File: src/rtl/vga_timing_pkg.sv
// Shared VGA timing header: 640x480@60 constants, derived totals/widths,
// and the helpers that classify a counter value into its blanking segment.
package vga_timing_pkg;

    localparam int VGA_H_ACTIVE = 640;
    localparam int VGA_H_FP     = 16;
    localparam int VGA_H_SYNC   = 96;
    localparam int VGA_H_BP     = 48;
    localparam int VGA_V_ACTIVE = 480;
    localparam int VGA_V_FP     = 10;
    localparam int VGA_V_SYNC   = 2;
    localparam int VGA_V_BP     = 33;
    localparam bit VGA_SYNC_POL = 1'b0;

    localparam int VGA_H_TOTAL = VGA_H_ACTIVE + VGA_H_FP + VGA_H_SYNC + VGA_H_BP;
    localparam int VGA_V_TOTAL = VGA_V_ACTIVE + VGA_V_FP + VGA_V_SYNC + VGA_V_BP;
    localparam int VGA_HW      = $clog2(VGA_H_TOTAL);
    localparam int VGA_VW      = $clog2(VGA_V_TOTAL);

    typedef enum logic [1:0] {
        SEG_ACTIVE = 2'd0,
        SEG_FP     = 2'd1,
        SEG_SYNC   = 2'd2,
        SEG_BP     = 2'd3
    } axis_seg_e;

    // Counter width for a given total; a degenerate total of 1 still needs one bit.
    function automatic int axis_width(input int total);
        return (total > 1) ? $clog2(total) : 1;
    endfunction

    function automatic axis_seg_e axis_seg(input int cnt, input int active,
                                           input int fp, input int sync);
        if (cnt < active)
            return SEG_ACTIVE;
        else if (cnt < active + fp)
            return SEG_FP;
        else if (cnt < active + fp + sync)
            return SEG_SYNC;
        else
            return SEG_BP;
    endfunction

endpackage

File: src/rtl/vga_axis_counter.sv
// One timing axis (horizontal or vertical): wrapping counter plus sync and
// active flags decoded from the next count so they align with the count register.
module vga_axis_counter
    import vga_timing_pkg::*;
#(
    parameter int ACTIVE = VGA_H_ACTIVE,
    parameter int FP     = VGA_H_FP,
    parameter int SYNC   = VGA_H_SYNC,
    parameter int BP     = VGA_H_BP,
    parameter bit POL    = VGA_SYNC_POL
) (
    input  logic                                       clk,
    input  logic                                       rst_n,
    input  logic                                       advance,
    output logic [axis_width(ACTIVE+FP+SYNC+BP)-1:0]   cnt_next,
    output logic                                       wrap,
    output logic [axis_width(ACTIVE+FP+SYNC+BP)-1:0]   cnt,
    output logic                                       sync,
    output logic                                       active
);

    localparam int            TOTAL = ACTIVE + FP + SYNC + BP;
    localparam int            W     = axis_width(TOTAL);
    localparam logic [W-1:0]  LAST  = W'(TOTAL - 1);

    logic      at_last;
    axis_seg_e seg_next;

    always_comb begin
        at_last  = (cnt == LAST);
        wrap     = advance && at_last;
        cnt_next = cnt;
        if (advance)
            cnt_next = at_last ? '0 : cnt + W'(1);
        seg_next = axis_seg(int'(cnt_next), ACTIVE, FP, SYNC);
    end

    // Reset parks the count on the last position so the first advance lands on 0.
    always_ff @(posedge clk or negedge rst_n) begin
        if (!rst_n) begin
            cnt    <= LAST;
            sync   <= ~POL;
            active <= 1'b0;
        end else begin
            cnt    <= cnt_next;
            sync   <= (seg_next == SEG_SYNC) ? POL : ~POL;
            active <= (seg_next == SEG_ACTIVE);
        end
    end

endmodule

File: src/rtl/vga_sync_gen.sv
// Pixel-rate VGA timing generator: chains a horizontal and a vertical axis
// counter and produces display enable plus line/frame start pulses.
module vga_sync_gen
    import vga_timing_pkg::*;
#(
    parameter int H_ACTIVE = VGA_H_ACTIVE,
    parameter int H_FP     = VGA_H_FP,
    parameter int H_SYNC   = VGA_H_SYNC,
    parameter int H_BP     = VGA_H_BP,
    parameter int V_ACTIVE = VGA_V_ACTIVE,
    parameter int V_FP     = VGA_V_FP,
    parameter int V_SYNC   = VGA_V_SYNC,
    parameter int V_BP     = VGA_V_BP,
    parameter bit SYNC_POL = VGA_SYNC_POL
) (
    input  logic                                                clk,
    input  logic                                                rst_n,
    input  logic                                                pix_en,
    output logic                                                hsync,
    output logic                                                vsync,
    output logic                                                de,
    output logic [axis_width(H_ACTIVE+H_FP+H_SYNC+H_BP)-1:0]    x,
    output logic [axis_width(V_ACTIVE+V_FP+V_SYNC+V_BP)-1:0]    y,
    output logic                                                line_start,
    output logic                                                frame_start
);

    localparam int HW = axis_width(H_ACTIVE + H_FP + H_SYNC + H_BP);
    localparam int VW = axis_width(V_ACTIVE + V_FP + V_SYNC + V_BP);

    logic [HW-1:0] h_next;
    logic [VW-1:0] v_next;
    logic          h_wrap;
    logic          v_wrap;
    logic          h_active;
    logic          v_active;

    logic          line_start_reg;
    logic          line_start_next;
    logic          frame_start_reg;
    logic          frame_start_next;

    vga_axis_counter #(
        .ACTIVE (H_ACTIVE),
        .FP     (H_FP),
        .SYNC   (H_SYNC),
        .BP     (H_BP),
        .POL    (SYNC_POL)
    ) u_h_axis (
        .clk      (clk),
        .rst_n    (rst_n),
        .advance  (pix_en),
        .cnt_next (h_next),
        .wrap     (h_wrap),
        .cnt      (x),
        .sync     (hsync),
        .active   (h_active)
    );

    vga_axis_counter #(
        .ACTIVE (V_ACTIVE),
        .FP     (V_FP),
        .SYNC   (V_SYNC),
        .BP     (V_BP),
        .POL    (SYNC_POL)
    ) u_v_axis (
        .clk      (clk),
        .rst_n    (rst_n),
        .advance  (h_wrap),
        .cnt_next (v_next),
        .wrap     (v_wrap),
        .cnt      (y),
        .sync     (vsync),
        .active   (v_active)
    );

    // Next counts serve top-levels that prefetch pixels ahead of x/y.
    logic unused_next;
    assign unused_next = ^{h_next, v_next};

    assign de = h_active & v_active;

    // v_wrap already implies an h wrap, so it marks the step onto (0,0).
    always_comb begin
        line_start_next  = h_wrap;
        frame_start_next = v_wrap;
    end

    always_ff @(posedge clk or negedge rst_n) begin
        if (!rst_n) begin
            line_start_reg  <= 1'b0;
            frame_start_reg <= 1'b0;
        end else begin
            line_start_reg  <= line_start_next;
            frame_start_reg <= frame_start_next;
        end
    end

    assign line_start  = line_start_reg;
    assign frame_start = frame_start_reg;

endmodule

File: config.mk
export PLATFORM = sky130hd
export DESIGN_NAME = vga_sync_gen
export DESIGN_NICKNAME = d
export VERILOG_FILES = /design/src/rtl/vga_timing_pkg.sv /design/src/rtl/vga_axis_counter.sv /design/src/rtl/vga_sync_gen.sv
export SDC_FILE = /design/constraint.sdc
export NUM_CORES = 1
export LEC_CHECK = 0
export CAP_MARGIN = 20
export CORE_AREA = 10 10 65 67
export CTS_CLUSTER_SIZE = 20
export DETAILED_ROUTE_END_ITERATION = 10
export DIE_AREA = 0 0 75 77
export GPL_ROUTABILITY_DRIVEN = 0
export MAX_ROUTING_LAYER = met4
export PLACE_DENSITY_LB_ADDON = 0.05
export SLEW_MARGIN = 20
export SYNTH_ARGS = -nofsm -noshare
export SYNTH_HDL_FRONTEND = slang
export SYNTH_SLANG_ARGS = --single-unit
File: constraint.sdc
create_clock -name clk -period 6.1 [get_ports clk]
set_input_delay 1.83 -clock clk [delete_from_list [all_inputs] [get_ports clk]]
set_output_delay 1.83 -clock clk [all_outputs]
set_load 0.005 [all_outputs]
; Word level (Yosys, flattened, before mapping)
; Cells that the tools add are included.
[op_classes]
add_sub_neg = 2
n_eq_ne = 4
magnitude_cmp = 6
muxes = 12
reduce_logical = 4
bitwise_logic = 1
[op_table]
columns = operator, n
row1 = 10-bit two-way mux, 4
row2 = "10-bit less-than comparator, second input constant", 3
row3 = "10-bit by 9-bit less-than comparator with 1-bit output, second input constant", 3
row4 = "10-bit by 1-bit adder with 10-bit output, second input constant", 2
row5 = "10-bit equality test, second input constant", 2
row6 = 2-bit two-way mux, 4
row7 = "2-bit equality test, second input constant", 2
row8 = 2-bit zero test, 2
row9 = 1-bit two-way mux, 4
row10 = 1-bit logical AND, 2
row11 = 1-bit bitwise AND, 1
[word_totals]
input_bits = 3
reg_bits = 26
wordCells = 37
out_inout_bits = 25

; Logic depth before layout (Yosys ltp)
; Gate-level depths: netlist (run 1).
[depth]
ltp_word = 9
mapped_depth = 8

; By module
; From an unflattened synthesis (run 1), not the netlist that was laid out.
[unflattened]
hier_cells = 128
area_unflattened_um2 = 1362.6
[by_module_without_submodules]
columns = module, instances, area_per_inst_um2, cells_each
row1 = vga_axis_counter at u_v_axis, 1, 673.1, 66
row2 = vga_axis_counter at u_h_axis, 1, 633.1, 59
row3 = vga_sync_gen, 1, 56.3, 3

; Worst setup path after synthesis (run 1)
; No wires, ideal clock.
[synth_path]
path_type = input port to flip-flop
start = input port pix_en
end = register u_v_axis.sync
cell_stages = 7
t_arrival_ns = 3.126
required_ns = 6.006
path_slack_ns = 2.880
setup_ns = 0.094
cell_sequence = buf_4 and4_1 buf_6 nand3_4 or3_1 a211oi_1 nand4b_1
[synth_between]
elab_chain_cells = 8
[synth_rtl]
columns = element, line
row1 = start: declaration, vga_sync_gen.sv:18  ; input logic pix_en,
row2 = 1-bit logical AND (*), vga_axis_counter.sv:31  ; wrap = advance && at_last;
row3 = 10-bit two-way mux (*), vga_axis_counter.sv:33  ; if (advance)
row4 = 10-bit by 9-bit less-than comparator with 1-bit output, vga_timing_pkg.sv:38  ; else if (cnt < active + fp + sync)
row5 = 1-bit two-way mux, vga_timing_pkg.sv:38
row6 = 2-bit two-way mux, vga_timing_pkg.sv:36  ; else if (cnt < active + fp)
row7 = 2-bit two-way mux (*), vga_timing_pkg.sv:34  ; if (cnt < active)
row8 = 2-bit equality test (*), vga_axis_counter.sv:46  ; sync <= (seg_next == SEG_SYNC) ? POL : ~POL;
row9 = 1-bit two-way mux (*), vga_axis_counter.sv:46
row10 = end signal: assignment, vga_axis_counter.sv:42  ; sync <= ~POL;
row11 = end signal: assignment, vga_axis_counter.sv:46
row12 = end: declaration, vga_axis_counter.sv:18  ; output logic sync,
; Mark *: on every way between the ends. The rest lies on a longest branch, timed or not.

; Worst setup path after layout (run 1)
; Same ends and word-level chain as after synthesis.

==> results of run 1 <==
==> cells in the mapped netlist (all sizes together) (2+ instances only) <==
| cell type | instances |
|---|---|
| inv | 7 |
| xnor2 | 7 |
| ha | 3 |
| dfstp | 12 |
| nor4 | 2 |
| dfrtp | 14 |
| nor2 | 11 |
| a211oi | 2 |
| nand2b | 2 |
| or3 | 3 |
| nand2 | 16 |
| or4 | 3 |
| and2 | 3 |
| nor3 | 2 |
| nand4 | 11 |
| xor2 | 3 |
| mux2i | 2 |
| buf | 3 |
| o21ai | 8 |
| nand4b | 2 |
| a21oi | 7 |
| clkbuf | 2 |
| and4 | 4 |
| nand3 | 5 |
| o22ai | 2 |
==> kinds of logic (layout without fill, tap and decap cells) <==
kind of cell	Yosys count	count (layout)	share of synthesized area, %
AND/OR/NAND/NOR	71	71	30.3
multiplexers	2	2	1.39
adder cells (fa/ha/maj)	3	3	2.60
flip-flops	26	26	46.2
XOR/XNOR	10	10	6.08
buffers and inverters	13	40	4.25
AO/OA/AOI/OAI	22	22	9.20
==> routing by layer <==
layer / vias up / track usage (%) / part of all wire [%]
li1: 582 / - / -
met1: 573 / 14.3 / 45
met2: 27 / 18.5 / 49
met3: 6 / 2.70 / 4.8
met4: 0 / 4.36 / 1.4
met5: - / - / 0
==> through the flow <==
stage / util (%) / cells / setup slack (ps) / total power (uW)
2_1_floorplan: - / 147 / 2880 / 318
3_3_place_gp: 58.1 / 203 / 2190 / 378
3_5_place_dp: 58.1 / 203 / 2090 / 382
4_1_cts: 59.3 / 207 / 2440 / 470
5_1_grt: 59.3 / 207 / 2290 / 500
6_report: 59.3 / 207 / 2390 / 466
==> area by class of cell <==
| type | count | area, um2 | share of cell area (%) |
|---|---|---|---|
| Tap cell | 33 | 41.3 | 2.34 |
| Sequential cell | 26 | 666 | 37.7 |
| Multi-Input combinational cell | 108 | 714 | 40.5 |
| Inverter | 8 | 30.0 | 1.70 |
| Clock buffer | 4 | 36.3 | 2.06 |
| Timing Repair Buffer | 28 | 278 | 15.7 |
==> how the worst max path moves through the flow <==
stage	from	slack [ps]	end
floorplan	pix_en	2880	u_v_axis.sync$_DFF_PN1_
global placement	pix_en	2190	u_v_axis.sync$_DFF_PN1_
detailed placement	pix_en	2090	u_v_axis.sync$_DFF_PN1_
CTS	pix_en	2440	u_v_axis.sync$_DFF_PN1_
global route	pix_en	2290	u_v_axis.sync$_DFF_PN1_
finish	pix_en	2390	u_v_axis.sync$_DFF_PN1_
==> critical path: stages <==
cell	delay, ps
sky130_fd_sc_hd__clkdlybuf4s50_1	620
sky130_fd_sc_hd__and4_1	420
sky130_fd_sc_hd__nand3_4	180
sky130_fd_sc_hd__or3_1	410
sky130_fd_sc_hd__a211oi_1	350
sky130_fd_sc_hd__nand4b_1	140
==> power groups by stage <==
stage               clock, uW  combinational (uW)  sequential [uW]
finish                   85.9                 124              256
CTS                      88.8                 126              255
global route             95.6                 141              263
global placement            0                 122              256
floorplan                   0                81.8              236
detailed placement          0                 125              257
==> flow_summary.html, run 1 <==
<table>
<tr><th>Metric</th><th>Value</th></tr>
<tr><th colspan="2">Setup path</th></tr>
<tr><td>Reg-to-reg critical path endpoint</td><td>u_v_axis.sync$_DFF_PN1_</td></tr>
<tr><td>Startpoint of the worst-slack reg-to-reg timing path</td><td>u_h_axis.cnt[0]$_DFFE_PN1P_</td></tr>
<tr><td>Arrival time at the worst endpoint</td><td>about 4000 ps</td></tr>
<tr><td>Data required time of the critical path</td><td>6350 ps</td></tr>
<tr><td>Flop2flop setup slack</td><td>3770 ps</td></tr>
<tr><td>Critical path launch point type</td><td>primary input</td></tr>
<tr><td>Endpoint type of the worst setup path</td><td>flop</td></tr>
<tr><td>Maximum net fanout on the critical path</td><td>10</td></tr>
<tr><td>Setup Crit Path Kind</td><td>in2reg</td></tr>
<tr><td>Number of cell instances on the worst register-to-register path</td><td>6</td></tr>
<tr><th colspan="2">Detailed routing</th></tr>
<tr><td>DRC viols</td><td>0</td></tr>
<tr><td>WL/cell</td><td>around 16 um</td></tr>
<tr><td>Post-Route WL</td><td>3.25 mm</td></tr>
<tr><td>Number of vias after detailed routing</td><td>between 1000 and 1500</td></tr>
<tr><td>Via-to-Cell Ratio</td><td>5.74</td></tr>
<tr><td>Count of routing violations after the opening detailed-route iteration</td><td>between 50 and 60</td></tr>
<tr><td>ANT nets after route</td><td>0</td></tr>
<tr><td>Drt first pass iters</td><td>4</td></tr>
<tr><th colspan="2">Clock network</th></tr>
<tr><td>Cell chosen for the clock root</td><td>sky130_fd_sc_hd__clkbuf_4</td></tr>
<tr><td>CTS Sinks</td><td>26</td></tr>
<tr><td>Max Buffers Root-to-Sink</td><td>2</td></tr>
<tr><td>Clock slew at the register clock pins of the worst setup and hold paths</td><td>140 ps</td></tr>
<tr><td>TritonCTS clock tree</td><td>done</td></tr>
<tr><td>Insertion delay to the later sink of the worst-skew pair</td><td>between 300 and 400 ps</td></tr>
<tr><td>H-tree lvl count</td><td>1</td></tr>
<tr><td>Setup repair bufs after CTS</td><td>0</td></tr>
<tr><td>TritonCTS Buffers</td><td>3</td></tr>
<tr><td>CTS-repair resized insts</td><td>0</td></tr>
<tr><td>Hold buffers post-CTS</td><td>0</td></tr>
<tr><th colspan="2">Global route</th></tr>
<tr><td>Wire length of the first global-routing pass</td><td>5.48 mm</td></tr>
<tr><td>Vias in the first global route</td><td>approximately 1200</td></tr>
<tr><td>Overall routing resource usage</td><td>11.8%</td></tr>
<tr><td>Sum of overflow across all layers after global routing</td><td>0</td></tr>
<tr><td>Pin count of the biggest net entering global routing</td><td>27</td></tr>
<tr><td>Initial antenna violation count</td><td>0</td></tr>
<tr><th colspan="2">Layout</th></tr>
<tr><td>Fraction of final layout cells sized beyond drive strength 1</td><td>roughly 15%</td></tr>
<tr><td>Most common cell after layout, fill and taps aside</td><td>sky130_fd_sc_hd__clkdlybuf4s50_1</td></tr>
<tr><td>Registers with the most flip-flops</td><td>u_h_axis.cnt x10, u_v_axis.cnt x10</td></tr>
<tr><td>Final non-filler cell area</td><td>between 1500 and 2000 um2</td></tr>
<tr><td>Filler Cell Count</td><td>about 270</td></tr>
<tr><td>Synthesis-to-finish area growth</td><td>22.5%</td></tr>
<tr><td>Most frequent cells in the layout</td><td>sky130_fd_sc_hd__clkdlybuf4s50_1, sky130_fd_sc_hd__nand2_1, sky130_fd_sc_hd__dfrtp_1, sky130_fd_sc_hd__dfstp_2, sky130_fd_sc_hd__nand4_1</td></tr>
<tr><td>Number of antenna cells inserted</td><td>0</td></tr>
<tr><td>Number of nets in the layout</td><td>~180</td></tr>
<tr><th colspan="2">Min path</th></tr>
<tr><td>Beginning of the worst hold path</td><td>u_h_axis.cnt[3]$_DFFE_PN1P_</td></tr>
<tr><td>Hold endpoint</td><td>u_h_axis.cnt[3]$_DFFE_PN1P_</td></tr>
<tr><td>Cell count of the worst hold path</td><td>2</td></tr>
<tr><td>Hold WC Path Type</td><td>reg2reg</td></tr>
<tr><th colspan="2">Timing</th></tr>
<tr><td>RSZ-0062 raised after global routing</td><td>no</td></tr>
<tr><td>Post-layout min period</td><td>3710 ps</td></tr>
<tr><td>Number of hold-slack violations in the final timing report</td><td>0</td></tr>
<tr><td>Worst-case clock skew</td><td>3.85 ps</td></tr>
<tr><td>Period utilization</td><td>between 60% and 70%</td></tr>
<tr><td>Headroom to the max-slew limit</td><td>between 50 and 60%</td></tr>
<tr><td>Highest Clock Rate</td><td>about 0.27 GHz</td></tr>
<tr><td>Fin. max-slew vios</td><td>0</td></tr>
<tr><td>Least-Margin Pin Slew</td><td>684 ps</td></tr>
<tr><td>Worst hold margin</td><td>approximately 530 ps</td></tr>
<tr><td>Final count of negative-setup-slack endpoints</td><td>0</td></tr>
<tr><td>Setup TNS</td><td>0 ps</td></tr>
<tr><th colspan="2">Synthesis</th></tr>
<tr><td>Cell type contributing the most total cell area after synthesis</td><td>sky130_fd_sc_hd__dfrtp_1</td></tr>
<tr><td>Dominant cells by area after synthesis</td><td>sky130_fd_sc_hd__dfrtp_1, sky130_fd_sc_hd__dfstp_2, sky130_fd_sc_hd__nand4_1</td></tr>
<tr><td>Main synth FF type</td><td>sky130_fd_sc_hd__dfrtp_1</td></tr>
<tr><td>Seq/Total Area, Yosys</td><td>46.2%</td></tr>
<tr><td>Post-Syn Instances</td><td>147</td></tr>
<tr><td>Cell area after synthesis</td><td>between 1000 and 1500 um2</td></tr>
<tr><td>Fraction of synthesis flops using an asynchronous set or reset pin</td><td>100%</td></tr>
<tr><td>Number of enable-type register cells in the synthesized netlist</td><td>0</td></tr>
<tr><td>Synth top area share</td><td>24.3%</td></tr>
<tr><td>Distinct cells, synth</td><td>44</td></tr>
<tr><td>Yosys warning total</td><td>0</td></tr>
<tr><td>Number of flip-flops and latches in the synthesized netlist</td><td>26</td></tr>
<tr><td>Post-Syn Nets</td><td>between 150 and 200</td></tr>
<tr><td>Syn Area/Cell</td><td>9.81 um2</td></tr>
<tr><th colspan="2">Power and ir drop</th></tr>
<tr><td>Register share of total power</td><td>a little under three fifths</td></tr>
<tr><td>Switching power as a share of total power</td><td>32.7%</td></tr>
<tr><td>Total leakage power</td><td>0.000728 uW</td></tr>
<tr><td>Switch Pwr</td><td>~150 uW</td></tr>
<tr><td>Cell internal power dissipation</td><td>~310 uW</td></tr>
<tr><td>Pwr dens</td><td>264 nW/um2</td></tr>
<tr><td>Comb pwr share</td><td>26.5%</td></tr>
<tr><td>Maximum vdd ir drop</td><td>between 0.2 and 0.25 mV</td></tr>
<tr><td>Clock network power share</td><td>18.4%</td></tr>
<tr><th colspan="2">Floorplan</th></tr>
<tr><td>Initial core utilization</td><td>48.4%</td></tr>
<tr><td>Die boundary width</td><td>around 75 um</td></tr>
<tr><td>Die span in y</td><td>between 70 and 80 um</td></tr>
<tr><td>Top-level I/O count</td><td>28</td></tr>
<tr><td>Standard-cell row count</td><td>20</td></tr>
<tr><td>Floorplan core area</td><td>around 3000 um2</td></tr>
<tr><td>Total die area</td><td>5780 um2</td></tr>
<tr><th colspan="2">Placement</th></tr>
<tr><td>Hpwl dp</td><td>2.47 mm</td></tr>
<tr><td>Placed inst area</td><td>1730 um2</td></tr>
<tr><td>Port Buffers</td><td>27</td></tr>
<tr><th colspan="2">Run</th></tr>
<tr><td>Max_cap viols</td><td>0</td></tr>
<tr><th colspan="2">Status</th></tr>
<tr><td>Outcome</td><td>finished, final reports clean</td></tr>
</table>
Note: power is estimated with default switching activity, not from simulation.
==> run 2: changes to the inputs <==
--- a/config.mk
+++ b/config.mk
@@ -6,10 +6,10 @@
 export NUM_CORES = 1
 export LEC_CHECK = 0
 export CAP_MARGIN = 20
-export CORE_AREA = 10 10 65 67
+export CORE_AREA = 10 10 67 69
 export CTS_CLUSTER_SIZE = 20
 export DETAILED_ROUTE_END_ITERATION = 10
-export DIE_AREA = 0 0 75 77
+export DIE_AREA = 0 0 77 79
 export GPL_ROUTABILITY_DRIVEN = 0
 export MAX_ROUTING_LAYER = met4
 export PLACE_DENSITY_LB_ADDON = 0.05
==> constraint.sdc (replaced) <==
create_clock -name clk -period 3.2 [get_ports clk]
set_input_delay 0.96 -clock clk [delete_from_list [all_inputs] [get_ports clk]]
set_output_delay 0.96 -clock clk [all_outputs]
set_load 0.005 [all_outputs]
==> run 2 against run 1 <==
Against the previous run:
- global-route usage shrank 0.53 points
- flip-flop and latch count is the same
- via count shrank 0.42%
- die area grew 5.3%
- power grew 100%
- sequential power grew 91%
- wire length grew 0.89%
- largest cell class unchanged
- sequential share of layout area shrank 0.84 points
==> flow_summary.html, run 2 (synthesis results as in run 1) <==
<table>
<tr><th>Metric</th><th>Value</th></tr>
<tr><th colspan="2">Status</th></tr>
<tr><td>Outcome</td><td>finished, final reports clean</td></tr>
<tr><th colspan="2">Power and ir drop</th></tr>
<tr><td>Maximum vdd ir drop</td><td>0.342 mV</td></tr>
<tr><td>Total leakage power</td><td>0.000740 uW</td></tr>
<tr><td>Pwr dens</td><td>526 nW/um2</td></tr>
<tr><th colspan="2">Clock network</th></tr>
<tr><td>H-tree lvl count</td><td>1</td></tr>
<tr><td>Clock slew at the register clock pins of the worst setup and hold paths</td><td>140 ps</td></tr>
<tr><td>TritonCTS Buffers</td><td>3</td></tr>
<tr><td>Max Buffers Root-to-Sink</td><td>2</td></tr>
<tr><td>Hold buffers post-CTS</td><td>0</td></tr>
<tr><td>TritonCTS clock tree</td><td>done</td></tr>
<tr><td>Setup repair bufs after CTS</td><td>0</td></tr>
<tr><td>Insertion delay to the later sink of the worst-skew pair</td><td>between 300 and 400 ps</td></tr>
<tr><td>CTS Sinks</td><td>26</td></tr>
<tr><td>Cell chosen for the clock root</td><td>sky130_fd_sc_hd__clkbuf_4</td></tr>
<tr><td>CTS-repair resized insts</td><td>0</td></tr>
<tr><th colspan="2">Layout</th></tr>
<tr><td>Most frequent cells in the layout</td><td>sky130_fd_sc_hd__clkdlybuf4s50_1, sky130_fd_sc_hd__nand2_1, sky130_fd_sc_hd__dfrtp_1, sky130_fd_sc_hd__dfstp_2, sky130_fd_sc_hd__nand4_1</td></tr>
<tr><td>Fraction of final layout cells sized beyond drive strength 1</td><td>about 15%</td></tr>
<tr><td>Synthesis-to-finish area growth</td><td>25.3%</td></tr>
<tr><td>Final cell utilization of the core</td><td>55.9%</td></tr>
<tr><td>Registers with the most flip-flops</td><td>u_h_axis.cnt x10, u_v_axis.cnt x10</td></tr>
<tr><td>Filler Cell Count</td><td>300</td></tr>
<tr><td>Most common cell after layout, fill and taps aside</td><td>sky130_fd_sc_hd__clkdlybuf4s50_1</td></tr>
<tr><td>Number of antenna cells inserted</td><td>0</td></tr>
<tr><td>Number of nets in the layout</td><td>about 180</td></tr>
<tr><th colspan="2">Setup path</th></tr>
<tr><td>Maximum net fanout on the critical path</td><td>10</td></tr>
<tr><td>Setup Crit Path Kind</td><td>in2reg</td></tr>
<tr><td>Flop2flop setup slack</td><td>around 910 ps</td></tr>
<tr><td>Critical path launch point type</td><td>primary input</td></tr>
<tr><td>Startpoint of the worst-slack reg-to-reg timing path</td><td>u_h_axis.cnt[0]$_DFFE_PN1P_</td></tr>
<tr><td>Number of cell instances on the worst register-to-register path</td><td>6</td></tr>
<tr><td>Reg-to-reg critical path endpoint</td><td>u_v_axis.sync$_DFF_PN1_</td></tr>
<tr><td>Data required time of the critical path</td><td>3450 ps</td></tr>
<tr><td>Endpoint type of the worst setup path</td><td>flop</td></tr>
<tr><td>Arrival time at the worst endpoint</td><td>2860 ps</td></tr>
<tr><th colspan="2">Global route</th></tr>
<tr><td>Vias in the first global route</td><td>1201</td></tr>
<tr><td>Initial antenna violation count</td><td>0</td></tr>
<tr><td>Wire length of the first global-routing pass</td><td>approximately 5.7 mm</td></tr>
<tr><td>Pin count of the biggest net entering global routing</td><td>27</td></tr>
<tr><td>Overall routing resource usage</td><td>between 10% and 20%</td></tr>
<tr><td>Sum of overflow across all layers after global routing</td><td>0</td></tr>
<tr><th colspan="2">Detailed routing</th></tr>
<tr><td>Post-Route WL</td><td>3.28 mm</td></tr>
<tr><td>Drt first pass iters</td><td>4</td></tr>
<tr><td>ANT nets after route</td><td>0</td></tr>
<tr><td>Count of routing violations after the opening detailed-route iteration</td><td>60</td></tr>
<tr><td>Via-to-Cell Ratio</td><td>between 5 and 6</td></tr>
<tr><td>Number of vias after detailed routing</td><td>1183</td></tr>
<tr><td>WL/cell</td><td>14.9 um</td></tr>
<tr><td>DRC viols</td><td>0</td></tr>
<tr><th colspan="2">Timing</th></tr>
<tr><td>Fin. max-slew vios</td><td>0</td></tr>
<tr><td>Headroom to the max-slew limit</td><td>a little under three fifths</td></tr>
<tr><td>Period utilization</td><td>approximately four fifths</td></tr>
<tr><td>Final count of negative-setup-slack endpoints</td><td>0</td></tr>
<tr><td>Post-layout min period</td><td>2600 ps</td></tr>
<tr><td>Highest Clock Rate</td><td>0.384 GHz</td></tr>
<tr><td>RSZ-0062 raised after global routing</td><td>no</td></tr>
<tr><td>Number of hold-slack violations in the final timing report</td><td>0</td></tr>
<tr><td>Least-Margin Pin Slew</td><td>643 ps</td></tr>
<tr><td>Worst-case clock skew</td><td>7.52 ps</td></tr>
<tr><td>Setup TNS</td><td>0 ps</td></tr>
<tr><th colspan="2">Floorplan</th></tr>
<tr><td>Standard-cell row count</td><td>21</td></tr>
<tr><td>Top-level I/O count</td><td>28</td></tr>
<tr><td>Floorplan core area</td><td>3230 um2</td></tr>
<tr><td>Initial core utilization</td><td>44.6%</td></tr>
<tr><td>Die boundary width</td><td>77 um</td></tr>
<tr><td>Die span in y</td><td>79 um</td></tr>
<tr><td>Total die area</td><td>between 6000 and 7000 um2</td></tr>
<tr><th colspan="2">Min path</th></tr>
<tr><td>Beginning of the worst hold path</td><td>u_h_axis.cnt[2]$_DFFE_PN1P_</td></tr>
<tr><td>Cell count of the worst hold path</td><td>1</td></tr>
<tr><td>Hold WC Path Type</td><td>reg2reg</td></tr>
<tr><td>Hold endpoint</td><td>u_h_axis.cnt[2]$_DFFE_PN1P_</td></tr>
<tr><th colspan="2">Placement</th></tr>
<tr><td>Port Buffers</td><td>27</td></tr>
<tr><td>Hpwl dp</td><td>2.51 mm</td></tr>
<tr><th colspan="2">Run</th></tr>
<tr><td>Max_cap viols</td><td>0</td></tr>
</table>
-- run 2: changes by cell type in the layout (fill, tap and decap cells not counted) --
cell	previous run	this run
sky130_fd_sc_hd__clkbuf_8	1	0
sky130_fd_sc_hd__bufinv_16	0	1
sky130_fd_sc_hd__buf_4	1	2
-- run 2: final cells by class --
class,instances,area (um2),share of cell area (%)
clock buffer,3,22.5,1.25
clock inverter,1,30.0,1.66
inverter,8,30.0,1.66
multi-input combinational,108,714,39.6
sequential,26,666,36.9
tap,46,57.6,3.19
timing repair buffer,29,285,15.8
-- run 2: how the worst max path moves through the flow --
| stage | end | start | depth (start not counted) |
|---|---|---|---|
| finish | u_v_axis.sync$_DFF_PN1_ | pix_en | 6 |
| global placement | u_v_axis.sync$_DFF_PN1_ | pix_en | 6 |
| CTS | u_v_axis.sync$_DFF_PN1_ | pix_en | 6 |
| floorplan | u_v_axis.sync$_DFF_PN1_ | pix_en | 7 |
| detailed placement | u_v_axis.sync$_DFF_PN1_ | pix_en | 6 |
| global route | u_v_axis.sync$_DFF_PN1_ | pix_en | 6 |
-- run 2: through the flow --
step / hold WS [ps] / setup slack [ps] / instance area, um2 / cells / power [uW]
3_5_place_dp: 511 / 262 / 1750 / 217 / 731
2_1_floorplan: 488 / 850 / 1440 / 147 / 606
6_report: 532 / 599 / 1810 / 221 / 951
3_3_place_gp: 505 / 304 / 1750 / 217 / 725
5_1_grt: 556 / 443 / 1810 / 221 / 1010
4_1_cts: 534 / 617 / 1810 / 221 / 962
-- run 2: power breakdown --
part           internal (uW)  switching [uW]
logic                    133             102
clock network            127             100
registers                396            93.0
total                    655             295
-- run 2: per-layer routing --
layer / track usage, % / part of all wire, %
met5: - / 0
met3: 2.36 / 3.4
met4: 3.10 / 0.94
met1: 13.4 / 48
met2: 19.1 / 48
-- run 2: worst max-delay path, stage by stage --
cell and delay, ps:
sky130_fd_sc_hd__clkdlybuf4s50_1 480, sky130_fd_sc_hd__and4_1 390, sky130_fd_sc_hd__nand3_4 180, sky130_fd_sc_hd__or3_1 400, sky130_fd_sc_hd__a211oi_1 300, sky130_fd_sc_hd__nand4b_1 130
==> run 3: changes to the inputs <==
--- a/config.mk
+++ b/config.mk
@@ -6,10 +6,10 @@
 export NUM_CORES = 1
 export LEC_CHECK = 0
 export CAP_MARGIN = 20
-export CORE_AREA = 10 10 67 69
+export CORE_AREA = 10 10 65 67
 export CTS_CLUSTER_SIZE = 20
 export DETAILED_ROUTE_END_ITERATION = 10
-export DIE_AREA = 0 0 77 79
+export DIE_AREA = 0 0 75 77
 export GPL_ROUTABILITY_DRIVEN = 0
 export MAX_ROUTING_LAYER = met4
 export PLACE_DENSITY_LB_ADDON = 0.05
==> constraint.sdc (replaced) <==
create_clock -name clk -period 2.4 [get_ports clk]
set_input_delay 0.72 -clock clk [delete_from_list [all_inputs] [get_ports clk]]
set_output_delay 0.72 -clock clk [all_outputs]
set_load 0.005 [all_outputs]
==> run 3 against run 2 <==
Against the previous run:
- register-to-register slack got worse by 600 ps
- wire length up 4.4%
- critical endpoint is now x[4]
- first-iteration DRC count is 6.7% higher
- clock skew grew 5.6 ps
- core utilization grew 6.5 points
- global-route usage rose by 1.9 points
- highest routed layer unchanged
- flip-flop and latch count unchanged
- clock power grew 33%
- hold slack about the same
- non-clock buffer count is 9 higher
- clock-buffer cell count unchanged
- power grew 35%
==> flow_summary.html, run 3 (synthesis results as in run 1) <==
<table>
<tr><th>Metric</th><th>Value</th></tr>
<tr><th colspan="2">Status</th></tr>
<tr><td>Outcome</td><td>finished, final reports clean</td></tr>
<tr><th colspan="2">Clock network</th></tr>
<tr><td>Insertion delay to the later sink of the worst-skew pair</td><td>between 300 and 400 ps</td></tr>
<tr><td>CTS Sinks</td><td>26</td></tr>
<tr><td>H-tree lvl count</td><td>1</td></tr>
<tr><td>Hold buffers post-CTS</td><td>0</td></tr>
<tr><td>Clock slew at the register clock pins of the worst setup and hold paths</td><td>150 ps</td></tr>
<tr><td>Cell chosen for the clock root</td><td>sky130_fd_sc_hd__clkbuf_4</td></tr>
<tr><td>TritonCTS clock tree</td><td>done</td></tr>
<tr><td>TritonCTS Buffers</td><td>3</td></tr>
<tr><td>Max Buffers Root-to-Sink</td><td>2</td></tr>
<tr><td>Setup repair bufs after CTS</td><td>0</td></tr>
<tr><td>CTS-repair resized insts</td><td>0</td></tr>
<tr><th colspan="2">Layout</th></tr>
<tr><td>Fraction of final layout cells sized beyond drive strength 1</td><td>a little under 20%</td></tr>
<tr><td>Most frequent cells in the layout</td><td>sky130_fd_sc_hd__clkdlybuf4s50_1, sky130_fd_sc_hd__nand2_1, sky130_fd_sc_hd__dfrtp_1, sky130_fd_sc_hd__dfstp_2</td></tr>
<tr><td>Filler Cell Count</td><td>270</td></tr>
<tr><td>Most common cell after layout, fill and taps aside</td><td>sky130_fd_sc_hd__clkdlybuf4s50_1</td></tr>
<tr><td>Synthesis-to-finish area growth</td><td>28.8%</td></tr>
<tr><td>Registers with the most flip-flops</td><td>u_h_axis.cnt x10, u_v_axis.cnt x10</td></tr>
<tr><td>Area occupied by multi-input gates</td><td>714 um2</td></tr>
<tr><td>Area taken by flip-flops and latches</td><td>approximately 670 um2</td></tr>
<tr><td>Number of nets in the layout</td><td>191</td></tr>
<tr><td>Number of antenna cells inserted</td><td>0</td></tr>
<tr><th colspan="2">Detailed routing</th></tr>
<tr><td>Drt first pass iters</td><td>4</td></tr>
<tr><td>Count of routing violations after the opening detailed-route iteration</td><td>64</td></tr>
<tr><td>WL/cell</td><td>~16 um</td></tr>
<tr><td>DRC viols</td><td>0</td></tr>
<tr><td>Post-Route WL</td><td>3.43 mm</td></tr>
<tr><td>Number of vias after detailed routing</td><td>1223</td></tr>
<tr><td>ANT nets after route</td><td>0</td></tr>
<tr><td>Via-to-Cell Ratio</td><td>roughly 5.6</td></tr>
<tr><th colspan="2">Setup path</th></tr>
<tr><td>List of cells traversed by the critical path</td><td>clkdlybuf4s50_1</td></tr>
<tr><td>Flop2flop setup slack</td><td>310 ps</td></tr>
<tr><td>Data required time of the critical path</td><td>1680 ps</td></tr>
<tr><td>Number of buffer and inverter stages on the critical path</td><td>1</td></tr>
<tr><td>Maximum net fanout on the critical path</td><td>13</td></tr>
<tr><td>Critical Path Max Stage Delay</td><td>680 ps</td></tr>
<tr><td>Reg-to-reg critical path endpoint</td><td>u_v_axis.sync$_DFF_PN1_</td></tr>
<tr><td>Critical path launch point type</td><td>flop</td></tr>
<tr><td>Cell family with most CP delay</td><td>flip-flops</td></tr>
<tr><td>Number of cell instances on the worst register-to-register path</td><td>6</td></tr>
<tr><td>Arrival time at the worst endpoint</td><td>1550 ps</td></tr>
<tr><td>Number of gates on the worst path with buffers counted</td><td>1</td></tr>
<tr><td>Endpoint type of the worst setup path</td><td>output port</td></tr>
<tr><td>Cell with the biggest individual delay on the critical path</td><td>sky130_fd_sc_hd__dfstp_2</td></tr>
<tr><td>Startpoint of the worst-slack reg-to-reg timing path</td><td>u_h_axis.cnt[0]$_DFFE_PN1P_</td></tr>
<tr><td>Setup Crit Path Kind</td><td>reg2out</td></tr>
<tr><th colspan="2">Placement</th></tr>
<tr><td>Port Buffers</td><td>27</td></tr>
<tr><td>Hpwl dp</td><td>2.64 mm</td></tr>
<tr><td>Worst setup slack before clock tree synthesis</td><td>-177 ps</td></tr>
<tr><th colspan="2">Floorplan</th></tr>
<tr><td>Top-level I/O count</td><td>28</td></tr>
<tr><td>Initial core utilization</td><td>just under 50%</td></tr>
<tr><td>Die boundary width</td><td>approximately 75 um</td></tr>
<tr><td>Floorplan core area</td><td>2980 um2</td></tr>
<tr><td>Standard-cell row count</td><td>20</td></tr>
<tr><td>Total die area</td><td>5780 um2</td></tr>
<tr><td>Die span in y</td><td>roughly 77 um</td></tr>
<tr><th colspan="2">Timing</th></tr>
<tr><td>Setup TNS</td><td>0 ps</td></tr>
<tr><td>Fin. max-slew vios</td><td>0</td></tr>
<tr><td>Highest Clock Rate</td><td>about 0.44 GHz</td></tr>
<tr><td>Least-Margin Pin Slew</td><td>614 ps</td></tr>
<tr><td>Headroom to the max-slew limit</td><td>58.7%</td></tr>
<tr><td>Post-layout min period</td><td>2270 ps</td></tr>
<tr><td>Period utilization</td><td>94.6%</td></tr>
<tr><td>Final count of negative-setup-slack endpoints</td><td>0</td></tr>
<tr><td>Worst-case setup margin in the final layout</td><td>approximately 130 ps</td></tr>
<tr><td>Worst-case clock skew</td><td>13.1 ps</td></tr>
<tr><td>Number of hold-slack violations in the final timing report</td><td>0</td></tr>
<tr><td>RSZ-0062 raised after global routing</td><td>no</td></tr>
<tr><th colspan="2">Global route</th></tr>
<tr><td>Overall routing resource usage</td><td>13.2%</td></tr>
<tr><td>Initial antenna violation count</td><td>0</td></tr>
<tr><td>Pin count of the biggest net entering global routing</td><td>27</td></tr>
<tr><td>Wire length of the first global-routing pass</td><td>5.93 mm</td></tr>
<tr><td>Vias in the first global route</td><td>1248</td></tr>
<tr><td>Sum of overflow across all layers after global routing</td><td>0</td></tr>
<tr><th colspan="2">Min path</th></tr>
<tr><td>Hold endpoint</td><td>u_h_axis.cnt[2]$_DFFE_PN1P_</td></tr>
<tr><td>Cell count of the worst hold path</td><td>1</td></tr>
<tr><td>Beginning of the worst hold path</td><td>u_h_axis.cnt[2]$_DFFE_PN1P_</td></tr>
<tr><td>Hold WC Path Type</td><td>reg2reg</td></tr>
<tr><th colspan="2">Power and ir drop</th></tr>
<tr><td>Total leakage power</td><td>a little under 0.0008 uW</td></tr>
<tr><td>Overall Power</td><td>approximately 1300 uW</td></tr>
<tr><td>Pwr dens</td><td>slightly below 700 nW/um2</td></tr>
<tr><td>Maximum vdd ir drop</td><td>0.565 mV</td></tr>
<tr><th colspan="2">Run</th></tr>
<tr><td>Max_cap viols</td><td>0</td></tr>
</table>
==> run 3: power by group <==
group	switching (uW)	internal (uW)
Combinational	161	193
Sequential	98.4	528
Clock	132	169
Total	391	890
==> run 3: how the worst max path moves through the flow <==
stage / end / start
5_1_grt: x[4] / u_h_axis.cnt[4]$_DFF_PN1_
3_5_place_dp: u_v_axis.sync$_DFF_PN1_ / pix_en
6_report: x[4] / u_h_axis.cnt[4]$_DFF_PN1_
3_3_place_gp: u_v_axis.sync$_DFF_PN1_ / pix_en
4_1_cts: x[4] / u_h_axis.cnt[4]$_DFF_PN1_
2_1_floorplan: u_v_axis.sync$_DFF_PN1_ / pix_en
==> run 3: stage by stage <==
stage | utilization, % | std cells | area, um2 | hold WS (ps)
2_1_floorplan | - | 147 | 1440 | 424
3_3_place_gp | 60.6 | 213 | 1800 | 505
3_5_place_dp | 60.6 | 213 | 1800 | 519
4_1_cts | 62.4 | 217 | 1860 | 539
5_1_grt | 62.4 | 217 | 1860 | 552
6_report | 62.4 | 217 | 1860 | 531
==> run 3: final cells by class <==
class | instances | area share (%)
multi-input combinational | 108 | 38.5
sequential | 26 | 35.8
timing repair buffer | 38 | 19.0
tap | 33 | 2.22
clock inverter | 1 | 1.62
inverter | 8 | 1.62
clock buffer | 3 | 1.21
==> run 3: per-layer routing <==
layer / up-vias / share of wire [%] / GRT usage, %
met5: - / 0 / -
met4: 0 / 0.35 / 3.41
met3: 2 / 3.9 / 2.70
met2: 25 / 52 / 21.8
met1: 591 / 44 / 15.7
li1: 605 / - / -
